[config.mk]
export PLATFORM = sky130hd
export DESIGN_NAME = crc_arbiter
export DESIGN_NICKNAME = d
export VERILOG_FILES = /design/src/rtl/crc_arbiter.sv
export SDC_FILE = /design/constraint.sdc
export NUM_CORES = 1
export LEC_CHECK = 0
export ABC_AREA = 1
export CAP_MARGIN = 10
export CORE_MARGIN = 1.5
export CORE_UTILIZATION = 44
export DETAILED_ROUTE_END_ITERATION = 10
export GPL_TIMING_DRIVEN = 1
export PLACE_DENSITY = 0.95
export SLEW_MARGIN = 20
export SYNTH_ARGS = -nofsm -noshare
export SYNTH_HDL_FRONTEND = slang
export SYNTH_SLANG_ARGS = --single-unit
export TNS_END_PERCENT = 5
[constraint.sdc]
create_clock -name clk -period 6.4 [get_ports clk]
set_clock_uncertainty 0.15 [all_clocks]
set_input_delay 0.64 -clock clk [delete_from_list [all_inputs] [get_ports clk]]
set_output_delay 0.64 -clock clk [all_outputs]
set_load 0.02 [all_outputs]
[src/rtl/crc_arbiter.sv]
// crc_arbiter: shares one active-low CRC engine between two request channels, round-robin with a RUN watchdog.
// Define CRCARB_FIXED_PRIO_EN for fixed priority (channel 1 wins every tie).
module crc_arbiter #(
    parameter int DATA_W  = 64,
    parameter int TIMEOUT = 255
) (
    input  logic              clk,
    input  logic              rst,
    input  logic              reqEn1_i,
    input  logic              reqEn2_i,
    input  logic [DATA_W-1:0] reqData1_i,
    input  logic [DATA_W-1:0] reqData2_i,
    output logic [1:0]        reqStatus1_o,
    output logic [1:0]        reqStatus2_o,
    output logic              engEn_o,
    output logic [DATA_W-1:0] engData_o,
    input  logic [1:0]        engStatus_i,
    output logic [1:0]        grant_o,
    output logic              timeoutErr_o
);
    typedef enum logic [1:0] {IDLE, ARM, RUN, GAP} state_t;
    localparam logic [7:0] TMO = 8'(TIMEOUT);
    state_t            state_q;
    logic [1:0]        grant_q, served_q, st1_q, st2_q;
    logic              eng_en_q, last_q, tout_q;
    logic [DATA_W-1:0] eng_data_q;
    logic [7:0]        timer_q;
    logic [1:0]        req_en, pend, result;
    logic              pick2, own_en;
    assign req_en = {reqEn2_i, reqEn1_i};
    assign pend   = ~req_en & ~served_q;
`ifdef CRCARB_FIXED_PRIO_EN
    assign pick2  = pend[1] & ~pend[0];
`else
    // last_q=1 means channel 2 owned the engine last, so channel 1 wins a tie
    assign pick2  = pend[1] & (~pend[0] | ~last_q);
`endif
    assign own_en = grant_q[1] ? reqEn2_i : reqEn1_i;
    // a done status beats a simultaneous timeout
    assign result = engStatus_i[1] ? 2'b01 : {1'b0, engStatus_i[0]};
    always_ff @(posedge clk or posedge rst) begin
        if (rst) begin
            state_q    <= IDLE;
            grant_q    <= 2'b00;
            served_q   <= 2'b00;
            st1_q      <= 2'b10;
            st2_q      <= 2'b10;
            eng_en_q   <= 1'b1;
            eng_data_q <= '0;
            last_q     <= 1'b1;
            tout_q     <= 1'b0;
            timer_q    <= 8'd0;
        end else begin
            tout_q <= 1'b0;
            if (reqEn1_i && served_q[0]) begin
                served_q[0] <= 1'b0;
                st1_q       <= 2'b10;
            end
            if (reqEn2_i && served_q[1]) begin
                served_q[1] <= 1'b0;
                st2_q       <= 2'b10;
            end
            case (state_q)
                IDLE: if (|pend) begin
                    grant_q    <= pick2 ? 2'b10 : 2'b01;
                    eng_data_q <= pick2 ? reqData2_i : reqData1_i;
                    eng_en_q   <= 1'b0;
                    timer_q    <= 8'd0;
                    state_q    <= ARM;
                end
                ARM: begin
                    timer_q <= timer_q + 8'd1;
                    state_q <= RUN;
                end
                RUN: if (own_en || !engStatus_i[1] || timer_q == TMO) begin
                    eng_en_q <= 1'b1;
                    last_q   <= grant_q[1];
                    state_q  <= GAP;
                    if (!own_en) begin
                        served_q[grant_q[1]] <= 1'b1;
                        tout_q               <= engStatus_i[1];
                        if (grant_q[1]) st2_q <= result;
                        else st1_q <= result;
                    end
                end else begin
                    timer_q <= timer_q + 8'd1;
                end
                GAP: begin
                    grant_q <= 2'b00;
                    state_q <= IDLE;
                end
                default: state_q <= IDLE;
            endcase
        end
    end
    assign reqStatus1_o = st1_q;
    assign reqStatus2_o = st2_q;
    assign engEn_o      = eng_en_q;
    assign engData_o    = eng_data_q;
    assign grant_o      = grant_q;
    assign timeoutErr_o = tout_q;
endmodule

Word-level counts from Yosys, hierarchy flattened
Index checks and enable logic that the tools add are counted.
Cells by class
  multiply operators: 0
  bitwise logic cells: 8
  magnitude comparators: 2
  div/mod/pow operators: 0
  reductions and logical operators: 17
  equality and inequality tests: 7
  add/subtract/negate cells: 1
  shifts and indexed selects: 0
  mux-type cells: 35
Operators by type and width (number)
  2-to-1 mux 64 bit: 1
  2-to-1 mux 2 bit: 17
  case mux 8 bit (3 select lines): 1
  2-to-1 mux 8 bit: 2
  2-to-1 mux 1 bit: 10
  adder 8 x 1 -> 8 bit, second input constant: 1
  equality test 8 bit, second input constant: 1
  case mux 2 bit (4 select lines): 1
  AND reduction 2 bit: 4
  inequality test 2 bit, second input constant: 3
  AND reduction 3 bit: 2
  equality test 2 bit, second input constant: 2
  inverter 2 bit: 2
  case mux 2 bit (2 select lines): 1
  nonzero test 2 bit: 2
  logical AND 1 bit: 3
  nonzero test 3 bit: 1
  bitwise AND 2 bit: 1
  equality test 2 x 1 -> 1 bit, second input constant: 1
  zero test 2 bit: 1
  logical OR 1 bit: 2
  less-than comparator 1 x 2 -> 1 bit, second input constant: 1
  inverter 1 bit: 2
  bitwise OR 2 bit: 1
  other kinds (7): 7
Word-level totals
  input bits: 134
  logic and storage cells: 80
  bits in writable memories: 0
  bits in registers: 85
  output and inout bits: 72
  bits in latches: 0
  bits in read-only memories: 0
  memories kept: 0

Depth between registers and ports, before layout
  depth in word-level cells: 8
  gate-level depth with buffers: 9
  mapped depth without buffers: 9

Worst setup path before layout
Ideal clock, no wire load.
  path type: input port to flip-flop
  start point: input port reqEn1_i
  end point: register grant_q[1] (netlist: grant_o[1])
  stages: 8
  arrival time: 1.351 ns
  slack: 4.774 ns
  required time: 6.125 ns
  setup time: 0.125 ns
  cell sequence: nor2_2 -> nand2_1 -> nand2_2 -> inv_2 -> buf_6 -> buf_4 -> nand3_1 -> o21ai_1
Between the ends
  longest elaborated chain between the ends: 8
  elaborated cells on any way between the ends: 11
  classes of those cells: 1 x eq/ne; 3 x mux; 5 x bitwise; 2 x reduce/logical
RTL lines
  start: declaration: RTL line 9  | input logic reqEn1_i,
  inverter 2 bit *: RTL line 31  | assign pend = ~req_en & ~served_q;
  bitwise AND 2 bit *: RTL line 31
  inverter 1 bit: RTL line 36  | assign pick2 = pend[1] & (~pend[0] | ~last_q);
  bitwise OR 1 bit: RTL line 36
  bitwise AND 1 bit: RTL line 36
  2-to-1 mux 2 bit: RTL line 65  | grant_q <= pick2 ? 2'b10 : 2'b01;
  2-to-1 mux 2 bit: RTL line 64  | IDLE: if (|pend) begin
  case mux 2 bit (2 select lines): RTL line 63  | case (state_q)
  end signal: assignment: RTL line 65
  end: declaration: RTL line 24  | logic [1:0] grant_q, served_q, st1_q, st2_q;
Every way passes the cells marked *; elsewhere a longest branch is shown, timed or not. The select of a mux whose other input is x is not followed.
A chain may end at the register's enable or synchronous reset.

Final worst setup path
  start point: input port reqEn1_i
  end point: register eng_data_q[42] (netlist: engData_o[42])
Between the ends
  longest elaborated chain between the ends: 6
  elaborated cells on any way between the ends: 8
  classes of those cells: 1 x mux; 5 x bitwise; 2 x reduce/logical
RTL lines
  inverter 2 bit *: RTL line 31
  bitwise AND 2 bit *: RTL line 31
  inverter 1 bit: RTL line 36
  bitwise OR 1 bit: RTL line 36
  bitwise AND 1 bit: RTL line 36
  2-to-1 mux 64 bit: RTL line 66  | eng_data_q <= pick2 ? reqData2_i : reqData1_i;
  end signal: assignment: RTL line 66
  end: declaration: RTL line 26  | logic [DATA_W-1:0] eng_data_q;
Every way passes the cells marked *; elsewhere a longest branch is shown, timed or not.

==> impl_metrics.toml <==
[placement]
finalWeightedCongestion = 0.772
dp.cells = 799
hpwl_um = 8820
dp_slack_ns = 2.92
portBuffers = 205

[floorplanning]
die_area_um2 = 10000
die_width_um = 100
ios = 206
die_height_um = 100
start_util_pct = 45.2
fp-row-count = 35
fp.coreArea_um2 = 9200

[setup_path]
cp_max_fo = 66
worstSetupPathType = "in2reg"
critical_path.slowest_cell = "clkinv_2"
required_ns = 6.47
crit_arrival_ns = 3.47
slowest_delay_ns = 0.92
cpMostUsedCell = "nand2_1"
crit_chain = "clkdlybuf4s50_1 > nor2_2 > nand2_1 > nand2_4 > clkinv_2 > nand2_1 > a21oi_1"
start_kind = "input pin"
end_kind = "flip-flop"

[sta]
finalCritPeriodShare_pct = 53.2
rsz0062_at_grt = "false"
holdWs_ns = 0.317
finalSetupViolCount = 0
final_hold_viol_count = 0
fmax_mhz = 294
slew_viol_final = 0
fin_tns_setup_ns = 0
min_period_ns = 3.41
relSlewSlack_pct = 38.8
worstMarginPinSlew_ns = 0.918
timing.final.ws_setup_ns = 2.99

[synth]
synth_adder_area_share_pct = 1.51
synth_seq_area_share_pct = 51.3
syn_avg_cell_area_um2 = 8.15
synth_cells = 510
synthXorXnorAreaFrac_pct = 0
yosysWarnings = 0
synth.ff_latch_count = 85
synthDominantAreaCellType = "dfrtp_1"
synth_area_leaders = "dfrtp_1, a21oi_1, nand2_1"
synth_top_family_by_area = "simple AND/OR/NAND/NOR gates"
synth_top_area_share_pct = 48.8
yosys.area_share.simple_pct = 21.0
ys_types = 22
synthesis.nets = 649
synth_compound_area_share_pct = 18.3
syn-cell-area_um2 = 4160
synthMuxAreaShare_pct = 0

[layout]
area_growth_syn_to_layout_pct = 52.4
stdcell_count = 814
nFillCells = 684
seqCellArea_um2 = 2130
drive_above_1_share_pct = 4.69
layout.nets = 838
multiInputGateArea_um2 = 1710
n_antenna_cell = 0

[clocking]
clk_pin_slew_ns = 0.09
cts_post_setup_buffers_inserted = 0
h-tree-depth = 3
cts.repair.resized = 0
cts_tree = "done"
numCtsBuffers = 9
root_buffer = "clkbuf_8"
cts.sinks = 85
clk_latency_ns = 0.33
cts-hold-fix-buffers = 0
clk_path_buf_depth = 2

[flow_run]
maxCapViolCount = 0

[power]
ir_worst_vdd_mv = 0.501
switching_power_w = 0.00124
intPower_w = 0.00167
sequentialPowerShare_pct = 32.4
p_per_area_nw_per_um2 = 459
p_sw_share_pct = 42.6
power.clock.fraction_pct = 13.2
comb_power_share_pct = 54.4
leakage_nw = 2.69

[drt]
drt_iter0_drc = 156
drc = 0
wirelength_um = 12500
drtPass1Iterations = 4
vias_per_cell = 5.26
drtAntennaViolNets = 0
wl_per_cell_um = 15.4
vias = 4282

[status]
status = "complete, no violations"

[global_routing]
gr-total-overflow = 0
antenna_found_initial = 0
grt_usage_pct = 24.9
grt_pass1_wl_um = 20100
grt_pass1_vias = 4193
grt_max_degree = 86

[min_path]
worstHoldPathType = "reg2reg"
## cells in the mapped netlist
cell,count
nand2_2,4
inv_2,3
clkbuf_1,3
nand3_1,13
a21boi_0,2
dfrtp_1,81
o21ai_1,2
buf_6,12
inv_1,20
dfstp_2,4
ha_1,5
nor2_1,77
o21bai_1,4
nor2_2,3
nand2_1,120
nand3b_1,1
o21ai_0,7
nor3b_1,2
o21ai_2,1
buf_2,3
buf_4,11
a21oi_1,132
## power by group through the flow
stage	combinational, W	sequential (W)	clock, W
4_1_cts	0.00159	0.000942	0.000392
2_1_floorplan	0.000665	0.00121	0
3_3_place_gp	0.00153	0.000934	0
5_1_grt	0.00172	0.000974	0.000415
6_report	0.00158	0.000944	0.000383
3_5_place_dp	0.00158	0.000951	0
## path summary, 6_finish.rpt
path	start	slack, ns	cells after the start	to
setup / recovery	reqEn1_i	2.99	7	engData_o[42]$_DFFE_PP0P_
hold / removal	engEn_o$_DFFE_PP1P_	0.32	2	engEn_o$_DFFE_PP1P_
setup reg to reg	served_q[0]$_DFF_PP0_	3.43	6	engData_o[42]$_DFFE_PP0P_
hold reg to reg	engEn_o$_DFFE_PP1P_	0.32	2	engEn_o$_DFFE_PP1P_
max in group asynchronous	rst	4.88	3	timer_q[4]$_DFFE_PP0P_
min in group asynchronous	rst	0.68	3	engData_o[12]$_DFFE_PP0P_
## routing by layer
layer  vias up  wire length [µm]  GRT usage, %
li1       2036                 -             -
met1      2037              4930          30.3
met2       179              6520          45.0
met3        30               820          4.74
met4         0               278          7.48
met5         -                 0             0
## critical path: cells and delay by family
family | cells | cell delay (ns)
buf+inv | 2 | 1.41
simple gates | 4 | 1.26
compound gates | 1 | 0.12
## sequential cells by signal, indices dropped and copies added, names as in the netlist
name / cells
engData_o: 64
timer_q: 8
state_q: 2
reqStatus1_o: 2
timeoutErr_o: 1
engEn_o: 1
grant_o: 2
reqStatus2_o: 2
served_q: 2
last_q: 1
## cells by family (layout without fill, tap and decap cells)
family | Yosys count | count (layout)
adder cells (fa/ha/maj) | 5 | 5
flip-flops | 85 | 85
buffers and inverters | 52 | 245
AND/OR/NAND/NOR | 220 | 220
AO/OA/AOI/OAI | 148 | 148
## through the flow
stage                     power (W)  util [%]  instance area, µm²
after global placement      0.00246      66.6                6130
after global routing        0.00311      68.9                6330
after detailed placement    0.00254      66.7                6130
final                       0.00291      68.9                6330
after floorplan             0.00187         -                4160
after CTS                   0.00292      68.8                6330
## cells in the final DEF (no fill, tap or decap), types with 2 or more instances in the layout
cell type	n
ha_1	5
dfrtp_1	81
clkdlybuf4s50_1	205
o21ai_1	2
nand3_1	13
nor2_1	77
dfstp_2	4
a21oi_1	132
o21ai_0	7
a21boi_0	2
clkbuf_8	10
clkinvlp_4	2
nor3b_1	2
nor2_2	3
clkinv_2	4
o21bai_1	4
nand2_2	3
nand2_1	120
inv_1	19
## cell type report
| class | instances | share of cell area, % |
|---|---|---|
| Tap cell | 111 | 2.19 |
| Clock inverter | 5 | 0.928 |
| Clock buffer | 10 | 2.17 |
| Sequential cell | 85 | 33.7 |
| Inverter | 23 | 1.42 |
| Multi-Input combinational cell | 373 | 26.9 |
| Timing Repair Buffer | 207 | 32.7 |
Note: power is estimated with default switching activity, not from simulation.
